**src/rtl/frame_serializer_pkg.sv**
```systemverilog
// Shared types and helpers for the frame serializer: FSM state encoding and
// the payload-length clamp applied at load time.
package frame_serializer_pkg;

    typedef enum logic {
        IDLE  = 1'b0,
        SHIFT = 1'b1
    } state_t;

    // A zero or oversized length means "send the full word".
    function automatic int unsigned clamp_len(input int unsigned len, input int unsigned max_w);
        if (len == 0 || len > max_w) begin
            return max_w;
        end
        return len;
    endfunction

endpackage

```
**src/rtl/ser_parity.sv**
```systemverilog
// Masked XOR reduction: parity of data bits [len-1:0]; bits at or above len
// are ignored.
module ser_parity #(
    parameter int MAX_WIDTH = 8,
    parameter int LEN_W     = $clog2(MAX_WIDTH) + 1
) (
    input  logic [MAX_WIDTH-1:0] data,
    input  logic [LEN_W-1:0]     len,
    output logic                 parity
);

    always_comb begin
        parity = 1'b0;
        for (int i = 0; i < MAX_WIDTH; i++) begin
            if (i < 32'(len)) begin
                parity = parity ^ data[i];
            end
        end
    end

endmodule

```
**src/rtl/frame_serializer.sv**
```systemverilog
// Parallel-to-serial frame shifter with selectable bit order, parity output,
// abort and zero-gap back-to-back loading.
//
// Handshake: a load happens on any rising edge where Ready=1, Data_valid=1
// and Abort=0; Data_valid while Ready=0 is ignored and needs no hold. Ser_EN
// advances one bit per strobe in SHIFT only; Abort wins over everything else.
module frame_serializer
    import frame_serializer_pkg::*;
#(
    parameter int MAX_WIDTH = 8,
    parameter int LEN_W     = $clog2(MAX_WIDTH) + 1
) (
    input  logic                 CLK,
    input  logic                 Reset,
    input  logic [MAX_WIDTH-1:0] Data,
    input  logic [LEN_W-1:0]     Data_len,
    input  logic                 MSB_first,
    input  logic                 Par_type,
    input  logic                 Data_valid,
    input  logic                 Ser_EN,
    input  logic                 Abort,
    output logic                 Ready,
    output logic                 Busy,
    output logic                 Ser_data,
    output logic                 Ser_done,
    output logic                 Par_bit,
    output state_t               fsm_state
);

    state_t               state, state_n;
    logic [MAX_WIDTH-1:0] shift_reg, shift_n;
    logic [LEN_W-1:0]     len_r, len_n;
    logic [LEN_W-1:0]     cnt, cnt_n;
    logic                 msb_r, msb_n;
    logic                 ser_r, ser_n;
    logic                 done_r, done_n;
    logic                 par_r, par_n;

    logic [LEN_W-1:0]     load_len;
    logic [MAX_WIDTH-1:0] load_mask;
    logic [MAX_WIDTH-1:0] load_data;
    logic                 load_par;
    logic                 first_bit;
    logic                 next_bit;

    function automatic logic pick_bit(input logic [MAX_WIDTH-1:0] v, input logic [LEN_W-1:0] idx);
        logic b;
        b = 1'b0;
        for (int i = 0; i < MAX_WIDTH; i++) begin
            if (i == 32'(idx)) begin
                b = v[i];
            end
        end
        return b;
    endfunction

    always_comb begin
        load_len = LEN_W'(clamp_len(32'(Data_len), MAX_WIDTH));
        for (int i = 0; i < MAX_WIDTH; i++) begin
            load_mask[i] = (i < 32'(load_len));
        end
        load_data = Data & load_mask;
    end

    ser_parity #(
        .MAX_WIDTH (MAX_WIDTH),
        .LEN_W     (LEN_W)
    ) u_parity (
        .data   (Data),
        .len    (load_len),
        .parity (load_par)
    );

    // cnt counts bits already presented; the next index follows from it
    // directly, so the captured word itself never changes during a frame.
    always_comb begin
        first_bit = pick_bit(load_data, MSB_first ? (load_len - LEN_W'(1)) : '0);
        next_bit  = pick_bit(shift_reg, msb_r ? (len_r - cnt - LEN_W'(1)) : cnt);
    end

    always_comb begin
        state_n = state;
        shift_n = shift_reg;
        len_n   = len_r;
        msb_n   = msb_r;
        cnt_n   = cnt;
        ser_n   = ser_r;
        done_n  = 1'b0;
        par_n   = par_r;
        if (Abort) begin
            state_n = IDLE;
            ser_n   = 1'b0;
            cnt_n   = '0;
        end else begin
            case (state)
                IDLE: begin
                    if (Data_valid) begin
                        state_n = SHIFT;
                        shift_n = load_data;
                        len_n   = load_len;
                        msb_n   = MSB_first;
                        cnt_n   = LEN_W'(1);
                        ser_n   = first_bit;
                        par_n   = load_par ^ Par_type;
                    end
                end
                SHIFT: begin
                    if (Ser_EN) begin
                        if (cnt < len_r) begin
                            ser_n = next_bit;
                            cnt_n = cnt + LEN_W'(1);
                        end else begin
                            state_n = IDLE;
                            ser_n   = 1'b0;
                            cnt_n   = '0;
                            done_n  = 1'b1;
                        end
                    end
                end
                default: begin
                    state_n = IDLE;
                end
            endcase
        end
    end

    always_ff @(posedge CLK or negedge Reset) begin
        if (!Reset) begin
            state     <= IDLE;
            shift_reg <= '0;
            len_r     <= '0;
            msb_r     <= 1'b0;
            cnt       <= '0;
            ser_r     <= 1'b0;
            done_r    <= 1'b0;
            par_r     <= 1'b0;
        end else begin
            state     <= state_n;
            shift_reg <= shift_n;
            len_r     <= len_n;
            msb_r     <= msb_n;
            cnt       <= cnt_n;
            ser_r     <= ser_n;
            done_r    <= done_n;
            par_r     <= par_n;
        end
    end

    assign Ready     = (state == IDLE);
    assign Busy      = (state == SHIFT);
    assign Ser_data  = ser_r;
    assign Ser_done  = done_r;
    assign Par_bit   = par_r;
    assign fsm_state = state;

endmodule

```
**config.mk**
```make
export PLATFORM = sky130hd
export DESIGN_NAME = frame_serializer
export DESIGN_NICKNAME = d
export VERILOG_FILES = /design/src/rtl/frame_serializer_pkg.sv /design/src/rtl/ser_parity.sv /design/src/rtl/frame_serializer.sv
export SDC_FILE = /design/constraint.sdc
export NUM_CORES = 1
export LEC_CHECK = 0
export BUFFER_PORTS_ARGS = -buffer_cell sky130_fd_sc_hd__buf_2
export CAP_MARGIN = 20
export CORE_MARGIN = 3
export CORE_UTILIZATION = 50
export CTS_BUF_LIST = sky130_fd_sc_hd__clkbuf_16
export DETAILED_ROUTE_END_ITERATION = 6
export PLACE_DENSITY = 0.7
export SETUP_SLACK_MARGIN = 0.2
export SYNTH_ARGS = -nofsm -noshare
export SYNTH_HDL_FRONTEND = slang
export SYNTH_SLANG_ARGS = --single-unit
export TNS_END_PERCENT = 100
```
**constraint.sdc**
```tcl
create_clock -name CLK -period 2.4 [get_ports CLK]
set_input_delay 0.24 -clock CLK [delete_from_list [all_inputs] [get_ports CLK]]
set_output_delay 0.24 -clock CLK [all_outputs]
set_load 0.005 [all_outputs]
```
==> impl_metrics.env, run 1 <==
export IMPL_cp_end_kind="flop"
export IMPL_multiInputGateArea_um2=1076
export IMPL_finalClockSkew_ps=3.129
export IMPL_fmax_ghz=0.4626
export IMPL_fin_crit_sh_pct=90.07
export IMPL_area_growth_pct=22.27
export IMPL_min_period_ps=2162
export IMPL_place_inst=247
export IMPL_viasPerCell=5.734
export IMPL_internal_power_mw=0.8000
export IMPL_clock_sinks=21
export IMPL_synth_top_flop_cell="dfrtp_1"
export IMPL_start_kind="flop"
export IMPL_cts_max_path_buffers=2
export IMPL_maxSlewHeadroom_pct=64.91
export IMPL_synth_seq_area_share_pct=32.26
export IMPL_hold_end="Busy"
export IMPL_wire_per_inst_um=16.49
export IMPL_report_final_slew_viol_count=0
export IMPL_synth_area_leaders="dfrtp_1, ha_1, o21ai_0, nand2_1, inv_1"
export IMPL_syn_cell_area_um2=1629
export IMPL_setup_viol_count_final=0
export IMPL_grt_pass1_vias=1443
export IMPL_ant_nets=0
export IMPL_vdd_ir_drop_max_v=0.0002482
export IMPL_root_buffer="clkbuf_16"
export IMPL_async_flop_share_pct=100.0
export IMPL_insertion_delay_ps=250
export IMPL_vias=1445
export IMPL_yosys_area_top_type="dfrtp_1"
export IMPL_yosysTopAreaCellShare_pct=32.26
export IMPL_ys_types=51
export IMPL_fin_nets=241
export IMPL_drt_iter0_drc=92
export IMPL_reg2reg_slack_ps=240
export IMPL_synth_edff_count=0
export IMPL_ys_ff_latch=21
export IMPL_r2r_start="cnt[0]"
export IMPL_reg2reg_depth=10
export IMPL_worst_pin_slew_ps=524.4
export IMPL_grt_total_usage_pct=22.21
export IMPL_first_pass_iters=4
export IMPL_grt_overflow_total=0
export IMPL_hpwl_um=3236
export IMPL_die_area_um2=3979
export IMPL_syn_nets=210
export IMPL_leakagePower_nw=0.9371
export IMPL_rr_endpoint="Ser_data"
export IMPL_grt_start_max_net_pins=22
export IMPL_fillCellCount=257
export IMPL_synth_cells=178
export IMPL_cp_max_fo=2
export IMPL_switching_share_pct=30.91
export IMPL_detail_route_drc_violations=0
export IMPL_yosysMostFrequentCell="nand2_1"
export IMPL_rows=20
export IMPL_cts_buffers_inserted=3
export IMPL_cts_tree="yes"
export IMPL_path_class="flop to flop"
export IMPL_final_hold_viol_count=0
export IMPL_antenna_found_initial=0
export IMPL_drive_above_1_share_pct=30.77
export IMPL_hold_path_cell_count=3
export IMPL_fin_cells=252
export IMPL_holdWs_ps=271.0
export IMPL_coreArea_um2=3078
export IMPL_die_h_um=63.08
export IMPL_start_util_pct=52.93
export IMPL_hold_start="Data_valid"
export IMPL_max_cap_violations=0
export IMPL_grt_setup_unrepaired="yes"
export IMPL_pwr_share_clk_pct=29.5
export IMPL_status="completed"
export IMPL_yosys_top_cells_count="nand2_1, dfrtp_1, o21ai_0"
export IMPL_grt_first_pass_wirelength_um=6844
export IMPL_hold_class="input port to flop"
export IMPL_avgSynthCellArea_um2=9.152
export IMPL_pwr_share_seq_pct=38.2
export IMPL_clkTransAtPathRegs_ps=50
export IMPL_p_per_area_nw_per_um2=581.3
export IMPL_combinationalPowerShare_pct=32.3
export IMPL_num_antenna_cells=0
export IMPL_ys_warn_count=0
export IMPL_wl_um=4155
export IMPL_htreeDepth=1
export IMPL_power_switching_mw=0.3578
export IMPL_port_buffer_count=24
export IMPL_chipWidth_um=63.08
export IMPL_regArea_um2=526.8
export IMPL_largest_register_ffs=8
export IMPL_io_pins=25
export IMPL_crit_required_ps=2540
export IMPL_gp_congestion=0.8844
export IMPL_worstPathArrival_ps=2300
## power groups by stage
stage | logic [mW] | registers, mW | clock network (mW)
6_report | 0.374 | 0.443 | 0.341
4_1_cts | 0.363 | 0.441 | 0.349
2_1_floorplan | 0.255 | 0.432 | 0
5_1_grt | 0.418 | 0.448 | 0.366
3_3_place_gp | 0.343 | 0.444 | 0
3_5_place_dp | 0.355 | 0.445 | 0
## worst max-delay path: stages, from the launching register on
cell	delay [ps]
dfrtp_1	380
inv_2	80
ha_4	130
inv_1	50
fa_1	470
nand2_1	60
o21ai_2	90
mux4_2	300
mux2i_1	150
o21ai_1	80
a32o_1	250
## kinds of logic after synthesis
family | share of synthesized area, %
XOR/XNOR | 5.146
multiplexers | 5.837
AND/OR/NAND/NOR | 17.28
AO/OA/AOI/OAI | 22.50
buffers and inverters | 6.528
flip-flops | 32.26
adder cells (fa/ha/maj) | 10.45
## through the flow
stage	power, mW	area (um2)	utilization, %	setup WS (ps)	setup TNS (ps)
6_report	1.158	1992	64.72	238.4	0
4_1_cts	1.153	1953	63.46	223.5	0
2_1_floorplan	0.6864	1665	-	209.4	0
3_5_place_dp	0.7995	1848	60.04	-9.207	-9.207
5_1_grt	1.232	1992	64.72	144.0	0
3_3_place_gp	0.7864	1848	60.04	-4.898	-4.898
## final cells by class
cell class / count / area share [%]
Clock buffer: 3 / 3.769
Clock inverter: 1 / 0.1884
Inverter: 16 / 3.266
Multi-Input combinational cell: 134 / 54.02
Sequential cell: 21 / 26.44
Tap cell: 44 / 2.764
Timing Repair Buffer: 33 / 9.548
## metal layers
metal	vias to the layer above	track usage (%)	part of all wire [%]
met5	-	0	0
met4	0	12.40	3.7
met3	15	2.674	2.6
met2	41	38.34	50
met1	688	26.62	44
li1	701	-	-
## worst max-delay path by stage
| stage | startpoint | endpoint | slack, ps | depth (start not counted) |
|---|---|---|---|---|
| global placement | Data_len[3] | Par_bit | -5 | 11 |
| finish | cnt[0] | Ser_data | 240 | 10 |
| floorplan | cnt[0] | Ser_data | 210 | 10 |
| global route | cnt[0] | Ser_data | 140 | 10 |
| CTS | cnt[0] | Ser_data | 220 | 10 |
| detailed placement | Data_len[3] | Par_bit | -9 | 11 |
## cell usage in the layout (no fill, tap or decap), drive strengths merged, types with 3 or more instances in the layout
master   n
buf     32
clkbuf   3
ha      12
o21ai   21
a21o     4
nand2   22
o41ai    5
nor2b    3
xnor2    3
mux2i    5
dfrtp   21
a22o     4
inv     17
nor2     6
a21oi    8
xor2     4
nor3     3
nand3    4
## timing repair
item,CTS,global route
setup endpoints to repair,1,4
pin swaps,2,1
hold buffers,1,0
buffers inserted,0,0
gates cloned,0,0
gates resized for setup,6,7
hold endpoints to repair,21,0
(Power assumes the default switching activity.)
==> inputs of run 2 (changes only) <==
==> constraint.sdc (replaced) <==
create_clock -name CLK -period 2.4 [get_ports CLK]
set_input_delay 0.48 -clock CLK [delete_from_list [all_inputs] [get_ports CLK]]
set_output_delay 0.48 -clock CLK [all_outputs]
set_load 0.02 [all_outputs]
==> impl_metrics.env, run 2 (same netlist as run 1, synthesis figures left out) <==
export IMPL_clkTransAtPathRegs_ps=60
export IMPL_reg2reg_slack_ps=160
export IMPL_reg2reg_depth=6
export IMPL_rr_endpoint="Ser_data"
export IMPL_maxSlewHeadroom_pct=66.51
export IMPL_place_inst=258
export IMPL_fillCellCount=226
export IMPL_area_growth_pct=37.25
export IMPL_start_util_pct=52.93
export IMPL_status="completed"
export IMPL_grt_start_max_net_pins=22
export IMPL_detail_route_drc_violations=0
export IMPL_chipWidth_um=63.08
export IMPL_fin_cells=271
export IMPL_grt_overflow_total=0
export IMPL_grt_total_usage_pct=22.32
export IMPL_io_pins=25
export IMPL_finalClockSkew_ps=1.870
export IMPL_drt_iter0_drc=92
export IMPL_coreArea_um2=3078
export IMPL_worst_pin_slew_ps=496.0
export IMPL_regArea_um2=525.5
export IMPL_root_buffer="clkbuf_16"
export IMPL_r2r_start="len_r[0]"
export IMPL_path_class="input port to flop"
export IMPL_cts_buffers_inserted=3
export IMPL_largest_register_ffs=8
export IMPL_vias=1553
export IMPL_cts_tree="yes"
export IMPL_crit_chain="buf_4 -> nand2_8 -> inv_8 -> buf_4 -> ha_4 -> buf_4 -> o21ai_0 -> o22ai_1 -> a2111oi_0 -> o41ai_1 -> a32o_1"
export IMPL_die_h_um=63.08
export IMPL_die_area_um2=3979
export IMPL_vdd_ir_drop_max_v=0.0003681
export IMPL_final_common_cell="buf_4"
export IMPL_wire_per_inst_um=16.62
export IMPL_cp_max_fo=4
export IMPL_cts_max_path_buffers=2
export IMPL_htreeDepth=1
export IMPL_hpwl_um=3320
export IMPL_hold_class="input port to async pin"
export IMPL_critPathMaxStageDelay_ps=470
export IMPL_wl_um=4504
export IMPL_fin_crit_sh_pct=93.71
export IMPL_grt_first_pass_wirelength_um=7113
export IMPL_fmax_ghz=0.4446
export IMPL_viasPerCell=5.731
export IMPL_port_buffer_count=24
export IMPL_critPathBufInv=4
export IMPL_p_per_area_nw_per_um2=560.5
export IMPL_insertion_delay_ps=250
export IMPL_antenna_found_initial=0
export IMPL_fin_nets=260
export IMPL_report_final_slew_viol_count=0
export IMPL_ant_nets=0
export IMPL_min_period_ps=2249
export IMPL_max_cap_violations=0
export IMPL_final_cell_mix="buf_4, dfrtp_1, buf_2"
export IMPL_start_kind="input port"
export IMPL_grt_setup_unrepaired="yes"
export IMPL_path_delay_family="compound AO/OA/AOI/OAI gates"
export IMPL_worstPathArrival_ps=2390
export IMPL_setup_viol_count_final=0
export IMPL_crit_required_ps=2540
export IMPL_slowest_stage="a2111oi_0"
export IMPL_final_hold_viol_count=0
export IMPL_gp_congestion=1.022
export IMPL_cp_common_cell="buf_4"
export IMPL_cp_end_kind="flop"
export IMPL_first_pass_iters=4
export IMPL_leakagePower_nw=1.045
export IMPL_rows=20
export IMPL_multiInputGateArea_um2=1135
export IMPL_clock_sinks=21
export IMPL_num_antenna_cells=0
export IMPL_drive_above_1_share_pct=39.21
export IMPL_tns_ps=0
export IMPL_grt_pass1_vias=1525
[run 2: final cells by class]
class,instances,share of cell area [%]
sequential,21,23.50
multi-input combinational,134,50.76
inverter,16,3.581
tap,44,2.462
clock buffer,3,3.358
clock inverter,1,0.2238
timing repair buffer,52,16.12
[run 2: what timing repair did]
| item | in CTS | in global routing |
|---|---|---|
| pin swaps | 4 | 9 |
| resized for setup | 8 | 24 |
| setup endpoints to repair | 2 | 6 |
| buffers inserted | 0 | 9 |
| hold buffers | 0 | 0 |
[run 2: metal layers]
metal,vias up,share of wire [%],global-route usage [%]
li1,736,-,-
met1,768,42,28.57
met2,43,52,38.34
met3,6,4.3,4.278
met4,0,1.2,6.061
met5,-,0,0
[run 2: report_power, final]
group | leakage (nW) | switching [mW] | total, mW | internal, mW
clock network | 0.0409 | 0.130 | 0.353 | 0.224
logic | 0.731 | 0.248 | 0.466 | 0.217
registers | 0.273 | 0.0320 | 0.434 | 0.402
total | 1.04 | 0.410 | 1.25 | 0.844
[run 2: how the worst max path moves through the flow]
| stage | slack (ps) | cells after the start | endpoint | startpoint |
|---|---|---|---|---|
| finish | 150 | 11 | Ser_data | Data_len[0] |
| global route | 50 | 10 | Ser_data | cnt[0] |
| CTS | 150 | 10 | Ser_data | cnt[0] |
| detailed placement | -80 | 11 | Par_bit | Data_len[3] |
| global placement | 10 | 11 | Ser_data | Data_len[3] |
| floorplan | 70 | 11 | Par_bit | Data_len[3] |
[run 2: metrics by stage]
step           power (mW)  utilization, %  instance area, um2  worst slack, ps  hold WS [ps]
2_1_floorplan      0.7097               -                1710            74.08         184.4
3_3_place_gp       0.8257           63.90                1967            13.08         450.3
3_5_place_dp       0.8433           63.90                1967           -82.78         463.7
4_1_cts             1.214           67.28                2071            146.9         199.1
5_1_grt             1.318           72.64                2236            45.33         212.7
6_report            1.253           72.64                2236            151.0         177.6
[run 2: worst reg2reg max path: stages (launching register included)]
cell	delay, ps
dfrtp_1	440
ha_1	350
mux2i_2	250
mux4_2	550
mux2i_2	210
o21ai_1	90
a32o_1	260
==> inputs of run 3 (changes only) <==
Clock period 2.4 ns to 2.7 ns, I/O delays scaled along.
==> impl_metrics.env, run 3 (same netlist as run 1, synthesis figures left out) <==
export IMPL_ant_nets=0
export IMPL_grt_setup_unrepaired="no"
export IMPL_first_pass_iters=4
export IMPL_htreeDepth=1
export IMPL_viasPerCell=5.722
export IMPL_hold_class="input port to async pin"
export IMPL_wire_per_inst_um=15.76
export IMPL_path_class="flop to flop"
export IMPL_cts_max_path_buffers=2
export IMPL_port_buffer_count=24
export IMPL_status="completed"
export IMPL_slowest_stage="fa_1"
export IMPL_area_growth_pct=16.97
export IMPL_start_util_pct=52.93
export IMPL_gp_congestion=0.8967
export IMPL_start_kind="flop"
export IMPL_grt_start_max_net_pins=23
export IMPL_r2r_start="cnt[0]"
export IMPL_vias=1419
export IMPL_final_hold_viol_count=0
export IMPL_worstPathArrival_ps=2480
export IMPL_endpoint="Ser_data"
export IMPL_cp_max_fo=2
export IMPL_grt_first_pass_wirelength_um=6541
export IMPL_detail_route_drc_violations=0
export IMPL_cts_tree="yes"
export IMPL_holdWs_ps=235.4
export IMPL_crit_required_ps=2840
export IMPL_clkTransAtPathRegs_ps=60
export IMPL_fmax_ghz=0.4280
export IMPL_grt_overflow_total=0
export IMPL_num_antenna_cells=0
export IMPL_report_final_slew_viol_count=0
export IMPL_rows=20
export IMPL_worst_pin_slew_ps=473.6
export IMPL_drive_above_1_share_pct=25.98
export IMPL_maxSlewHeadroom_pct=68.43
export IMPL_fillCellCount=292
export IMPL_largest_register_ffs=8
export IMPL_hpwl_um=3120
export IMPL_coreArea_um2=3078
export IMPL_root_buffer="clkbuf_16"
export IMPL_grt_total_usage_pct=20.64
export IMPL_reg2reg_slack_ps=360
export IMPL_reg2reg_depth=10
export IMPL_max_cap_violations=0
export IMPL_rr_endpoint="Ser_data"
export IMPL_clock_sinks=21
export IMPL_tns_ps=0
export IMPL_cts_buffers_inserted=3
export IMPL_final_common_cell="buf_2"
export IMPL_cp_end_kind="flop"
export IMPL_cp_startpoint="cnt[0]"
export IMPL_place_inst=244
export IMPL_place_area_um2=1826
export IMPL_finalClockSkew_ps=5.382
export IMPL_crit_chain="inv_1 -> ha_1 -> inv_1 -> fa_1 -> nand2_1 -> o21ai_1 -> mux4_2 -> mux2i_1 -> o21ai_0 -> a32o_1"
export IMPL_min_period_ps=2336
export IMPL_fin_nets=237
export IMPL_critPathMaxStageDelay_ps=490
export IMPL_design_area_um2=1906
export IMPL_die_area_um2=3979
export IMPL_die_h_um=63.08
export IMPL_fin_crit_sh_pct=86.53
export IMPL_hold_buffers=0
export IMPL_vdd_ir_drop_max_v=0.0002303
export IMPL_cp_common_cell="inv_1"
export IMPL_setup_viol_count_final=0
export IMPL_leakagePower_nw=0.9080
export IMPL_fin_cells=248
export IMPL_p_per_area_nw_per_um2=539.5
export IMPL_io_pins=25
export IMPL_grt_pass1_vias=1395
export IMPL_chipWidth_um=63.08
export IMPL_antenna_found_initial=0
export IMPL_insertion_delay_ps=250
export IMPL_drt_iter0_drc=69
export IMPL_wl_um=3908
export IMPL_final_cell_mix="buf_2, dfrtp_1, nand2_1"
==> run 3: cell type report <==
| cell class | count | area, um2 | share of cell area (%) |
|---|---|---|---|
| sequential | 21 | 525.5 | 27.58 |
| clock buffer | 3 | 75.07 | 3.940 |
| timing repair buffer | 29 | 157.7 | 8.273 |
| tap | 44 | 55.05 | 2.889 |
| multi-input combinational | 134 | 1022 | 53.64 |
| clock inverter | 1 | 5.005 | 0.2626 |
| inverter | 16 | 65.06 | 3.414 |
==> run 3: repair_timing <==
action | in CTS | in global routing
gates resized for setup | 0 | 1
setup buffers | 0 | 0
setup endpoints to repair | 0 | 1
==> run 3: worst max-delay path: cells and delay by family, from the launching register on <==
| kind | cells | cell delay (ps) |
|---|---|---|
| muxes | 2 | 490 |
| adders and majority gates | 2 | 660 |
| DFF | 1 | 370 |
| and+or+nand+nor | 1 | 50 |
| buffers and inverters | 2 | 130 |
| AOI/OAI and AO/OA | 3 | 520 |
==> run 3: through the flow <==
step / utilization, % / worst slack, ps / power [mW]
finish: 61.91 / 363.8 / 1.028
floorplan: - / 273.3 / 0.6238
global placement: 59.31 / 178.7 / 0.7118
detailed placement: 59.31 / 111.6 / 0.7208
CTS: 61.91 / 324.1 / 1.034
global route: 61.91 / 210.1 / 1.090
==> run 3: how the worst min path moves through the flow <==
stage | from | to | slack, ps | depth (start not counted)
after floorplan | Reset | Busy | 240 | 0
after global placement | shift_reg[2] | shift_reg[2] | 460 | 2
after detailed placement | shift_reg[7] | shift_reg[7] | 470 | 2
after CTS | Reset | cnt[2] | 250 | 1
after global routing | Reset | cnt[2] | 270 | 1
final | Reset | Ser_data | 240 | 1
==> run 3: metal layers <==
layer  up-vias  wire [um]  global-route usage (%)
met1       675       1723                   25.88
met5         -          0                       0
met4         0         99                   8.540
li1        694          -                       -
met3        11        162                   1.783
met2        39       1922                   36.23
==> run 3: where the power goes <==
part | internal (mW) | total [mW] | switching [mW]
registers | 0.358 | 0.390 | 0.0325
logic | 0.145 | 0.326 | 0.181
clock network | 0.199 | 0.312 | 0.113
